### src/rtl/fsk_pkg.sv
// fsk_pkg: shared state enum, tone half-period and width helpers for the M-ary FSK modulator
package fsk_pkg;
  typedef enum logic {IDLE, SEND} state_t;
  function automatic int half_period(int base, int step, int sym);
    return base + sym * step;
  endfunction
  function automatic int bitsFor(int n);
    return n > 1 ? $clog2(n) : 1;
  endfunction
endpackage

### src/rtl/fsk_tone_gen.sv
// fsk_tone_gen: square-wave tone generator; in halfPeriod/symEnd/start/active, out tone
module fsk_tone_gen #(
  parameter int HW = 4
) (
  input  logic          clk,
  input  logic          rst,
  input  logic [HW-1:0] halfPeriod,
  input  logic          symEnd,
  input  logic          start,
  input  logic          active,
  output logic          tone
);
  logic [HW-1:0] halfCnt;
  logic          wrap;
  assign wrap = halfCnt == halfPeriod - HW'(1);
  always_ff @(posedge clk or posedge rst)
    if (rst) begin
      tone    <= 1'b0;
      halfCnt <= '0;
    end else if (start) begin
      tone    <= 1'b1;
      halfCnt <= '0;
    end else if (active) begin
      tone    <= tone ^ wrap;
      halfCnt <= (symEnd || wrap) ? '0 : halfCnt + HW'(1);
    end else begin
      tone    <= 1'b0;
      halfCnt <= '0;
    end
endmodule

### src/rtl/fsk_mod_mary.sv
// fsk_mod_mary: M-ary FSK modulator; in en/in_data/in_valid, out in_ready/tone/sym_out/busy/word_done
module fsk_mod_mary
  import fsk_pkg::*;
#(
  parameter int DATA_W     = 4,
  parameter int BPS        = 1,
  parameter int SYM_CYCLES = 16,
  parameter int HALF_BASE  = 4,
  parameter int HALF_STEP  = 2
) (
  input  logic              clk,
  input  logic              rst,
  input  logic              en,
  input  logic [DATA_W-1:0] in_data,
  input  logic              in_valid,
  output logic              in_ready,
  output logic              tone,
  output logic [BPS-1:0]    sym_out,
  output logic              busy,
  output logic              word_done
);
  localparam int NSYM = DATA_W / BPS;
  localparam int HW   = bitsFor(HALF_BASE + ((1 << BPS) - 1) * HALF_STEP + 1);
  localparam int SW   = bitsFor(SYM_CYCLES);
  localparam int IW   = bitsFor(NSYM);
  if (DATA_W % BPS != 0) begin : g_bad_width
    $error("DATA_W must be a multiple of BPS");
  end
  if (SYM_CYCLES < 2) begin : g_bad_sym
    $error("SYM_CYCLES must be at least 2");
  end
  if (HALF_BASE < 1) begin : g_bad_half
    $error("HALF_BASE must be at least 1");
  end
  state_t            state, stateNext;
  logic [DATA_W-1:0] shreg;
  logic [SW-1:0]     symCnt;
  logic [IW-1:0]     idx;
  logic              symEnd, wordEnd, accept;
  logic [BPS-1:0]    curSym;
  logic [HW-1:0]     halfPeriod;
  assign symEnd     = state == SEND && symCnt == SW'(SYM_CYCLES - 1);
  assign wordEnd    = symEnd && idx == IW'(NSYM - 1);
  assign in_ready   = en && (state == IDLE || wordEnd);
  assign accept     = in_valid && in_ready;
  assign curSym     = shreg[DATA_W-1 -: BPS];
  assign sym_out    = state == SEND ? curSym : '0;
  assign busy       = state == SEND;
  assign halfPeriod = HW'(half_period(HALF_BASE, HALF_STEP, int'(curSym)));
  always_comb stateNext = accept ? SEND : wordEnd ? IDLE : state;
  always_ff @(posedge clk or posedge rst)
    if (rst) state <= IDLE;
    else state <= stateNext;
  always_ff @(posedge clk or posedge rst)
    if (rst) begin
      shreg     <= '0;
      symCnt    <= '0;
      idx       <= '0;
      word_done <= 1'b0;
    end else begin
      word_done <= wordEnd;
      if (accept) begin
        shreg  <= in_data;
        symCnt <= '0;
        idx    <= '0;
      end else if (state == SEND) begin
        symCnt <= symEnd ? '0 : symCnt + SW'(1);
        if (symEnd) begin
          shreg <= shreg << BPS;
          idx   <= wordEnd ? '0 : idx + IW'(1);
        end
      end
    end
  fsk_tone_gen #(.HW(HW)) u_tone (
    .clk       (clk),
    .rst       (rst),
    .halfPeriod(halfPeriod),
    .symEnd    (symEnd),
    .start     (accept && state == IDLE),
    .active    (stateNext == SEND),
    .tone      (tone)
  );
endmodule

### config.mk
export PLATFORM = sky130hd
export DESIGN_NAME = fsk_mod_mary
export DESIGN_NICKNAME = d
export VERILOG_FILES = /design/src/rtl/fsk_pkg.sv /design/src/rtl/fsk_tone_gen.sv /design/src/rtl/fsk_mod_mary.sv
export SDC_FILE = /design/constraint.sdc
export NUM_CORES = 1
export LEC_CHECK = 0
export ABC_AREA = 1
export CAP_MARGIN = 40
export CORE_AREA = 4 4 50 52
export DETAILED_ROUTE_END_ITERATION = 8
export DIE_AREA = 0 0 54 56
export HOLD_SLACK_MARGIN = 0.08
export PLACE_DENSITY_LB_ADDON = 0.08
export SYNTH_ARGS = -nofsm -noshare
export SYNTH_HDL_FRONTEND = slang
export SYNTH_SLANG_ARGS = --single-unit
### constraint.sdc
create_clock -name clk -period 2.25 [get_ports clk]
set_input_delay 0.45 -clock clk [delete_from_list [all_inputs] [get_ports clk]]
set_output_delay 0.45 -clock clk [all_outputs]
set_load 0.02 [all_outputs]
==> results.yml <==
run_status:
  status: "completed"
routing:
  via_per_inst: 4.66
  vias: 718
  drt_wl_total_microns: 1630
  drt_first_pass_iters: 4
  drtIter0Drc: 8
  post_drt_wl_per_cell_microns: 10.6
  drc: 0
  final_antenna_net_count: 0
clock_tree:
  post-cts-setup-buffers: 0
  root_buffer: "clkbuf_4"
  tritoncts: "done"
  cts_max_level: 1
  clk_path_buf_depth: 2
  cts_sinks: 16
  clkTransAtPathRegs_ns: 0.09
  cts_inserted_buffers: 3
  cts.repair.resized: 1
  insertion_delay_ns: 0.28
  ctsHoldBuffers: 0
power:
  power_frac_seq: 0.577
  power_frac_clock: 0.373
  power.internal_uw: 398
  powerDensity_mw_per_mm2: 458
  ir_drop_mv: 0.246
  swShare: 0.200
  p_switching_uw: 99.7
  p_total_uw: 498
  combPwrFrac: 0.050
  leakagePower_nw: 0.588
worst_setup_path:
  crit_buf_inv: 2
  worstSetupStartpoint: "symCnt[0]$_DFFE_PP0P_"
  worst-path-max-fanout: 4
  crit_required_ns: 1.80
  worstPathCellList: "ha_1, nand3_2, o21bai_4, nand2_1, inv_1, dlygate4sd2_1"
  slowest_stage: "dfrtp_1"
  worstSetupEndpointType: "output port"
  cp.arrival_ns: 1.59
  start_kind: "flip-flop"
  crit_family: "flip-flops"
  cp_slowest_stage_delay_ns: 0.40
  r2r_start: "symCnt[0]$_DFFE_PP0P_"
  critical_path_class: "flip-flop to output port"
placed_design:
  pre_cts_ws_ns: 0.143
  finalWeightedCongestion: 0.815
  io_buffers: 12
  dp_hpwl_microns: 1250
  dp_cells: 150
  place_area_sq_mm: 0.00105
timing:
  hold_violations: 0
  setup_viol: 0
  worst_pin_slew_ns: 0.599
  rsz0062_at_grt: "no"
  post-route-period-util: 0.908
  fin_hold_ws_ns: 0.520
  final-max-slew-violation-count: 0
  tns_ns: 0
  fin_skew_ns: 0.00300
  clock.fmax_ghz: 0.489
  setup_ws_ns: 0.206
  period_needed_ns: 2.04
  slew-limit-headroom: 0.600
floorplanning:
  fp.dieW_microns: 54
  dieArea_sq_mm: 0.00302
  initial_core_util: 0.424
  design.core.area_sq_mm: 0.00211
  die_h_microns: 56
  ios: 13
  row_count: 17
global_routing:
  grt_overflow_total: 0
  grt_pass1_vias: 715
  grt_usage: 0.133
  grt_antenna_before_repair: 0
  grt_pass1_wl_microns: 3010
  grt_start_max_net_pins: 17
logic_synthesis:
  synth_seq_cells: 16
  ys_types: 21
  synth_nets: 121
  syn_area_per_cell_sq_um: 8.12
  synth_edf_count: 0
  synth_area_leaders: "dfrtp_1 (45%), nand2_1 (11%), nand3_1 (8.4%)"
  yosys.area.top_type: "dfrtp_1"
  synth_flop_cell: "dfrtp_1"
  synth_top_cell_area_share: 0.448
  yosysWarnings: 0
  synth_area_sq_um: 893
  yosysSeqAreaShare: 0.448
  synthesis.instances: 110
  synth-async-reset-ratio: 1.00
finish:
  drive_gt1_frac: 0.119
  nNetsFinal: 138
  synthToLayoutAreaGrowth_pct: 21.6
  antenna_cells: 0
  final_cells: 154
  final_area_sq_mm: 0.00109
  post-route-util: 0.516
hold_path:
  min_from: "shreg[2]$_DFFE_PP0P_"
  hp-class: "flip-flop to flip-flop"
job:
  drv_cap: 0
-- per-layer routing --
| metal | wire [microns] | vias up | global-route usage |
|---|---|---|---|
| met2 | 812 | 6 | 0.209 |
| li1 | - | 378 | - |
| met4 | 13 | 0 | 0.0534 |
| met5 | 0 | - | 0 |
| met3 | 44 | 2 | 0.0268 |
| met1 | 760 | 332 | 0.173 |
-- sequential cells by signal, summed over array words and instances, names as in the netlist --
signal	cells
busy	1
idx	2
shreg	4
symCnt	4
u_tone.halfCnt	3
u_tone.tone	1
word_done	1
-- cell type report --
cell class / count / area, sq um
inverter: 20 / 75.1
sequential: 16 / 400
tap: 28 / 35.0
timing repair buffer: 15 / 141
clock buffer: 4 / 36.3
multi-input combinational: 71 / 398
fill: 200 / 1020
-- placed cells by master (no fill, tap or decap) --
cell / count
dlygate4sd2_1: 1
nand4_1: 4
o21bai_1: 1
ha_1: 3
a21oi_1: 2
o21bai_4: 1
inv_1: 18
buf_4: 3
nor2_4: 1
o21ai_0: 1
nand2_1: 27
nand3_1: 15
xnor2_1: 1
xor2_1: 2
nand3_2: 2
clkbuf_4: 3
clkdlybuf4s50_1: 11
nor2_1: 9
nand3_4: 1
inv_2: 2
o21ai_2: 1
dfrtp_1: 16
clkbuf_8: 1
-- power by group through the flow --
stage | Combinational (mW) | Clock [mW] | Sequential [mW]
3_5_place_dp | 0.0254 | 0 | 0.293
3_3_place_gp | 0.0254 | 0 | 0.293
6_report | 0.0248 | 0.185 | 0.287
2_1_floorplan | 0.0105 | 0 | 0.293
4_1_cts | 0.0253 | 0.197 | 0.287
5_1_grt | 0.0270 | 0.209 | 0.287
-- cell families (layout without fill, tap and decap cells) --
logic type,count (synthesis),after routing,share of synthesized area
AO/OA/AOI/OAI,6,6,0.0560
XOR/XNOR,3,3,0.0294
adder cells (fa/ha/maj),3,3,0.0420
buffers and inverters,23,39,0.106
flip-flops,16,16,0.448
AND/OR/NAND/NOR,59,59,0.318
-- tightest hold or removal path, delay by kind of cell, from the launching register on --
family	cells	cell delay, ns
and+or+nand+nor	2	0.13
DFF	1	0.37
-- Yosys cell counts (2+ instances only) --
master,count
dfrtp_1,16
inv_1,18
nand4_1,4
xor2_1,2
nor2_1,9
inv_2,2
a21oi_1,2
ha_1,3
nand3_1,15
nand2_1,27
nand3_2,2
-- worst paths after layout --
kind | to | slack [ns] | cells past startpoint
min reg2reg | shreg[2]$_DFFE_PP0P_ | 0.52 | 2
min in group asynchronous | busy$_DFF_PP0_ | 0.54 | 2
max reg2reg | shreg[3]$_DFFE_PP0P_ | 0.79 | 7
min | shreg[2]$_DFFE_PP0P_ | 0.52 | 2
max | in_ready | 0.21 | 6
max in group asynchronous | symCnt[0]$_DFFE_PP0P_ | 1.33 | 2
No activity file was read; power rests on OpenSTA's default activity.
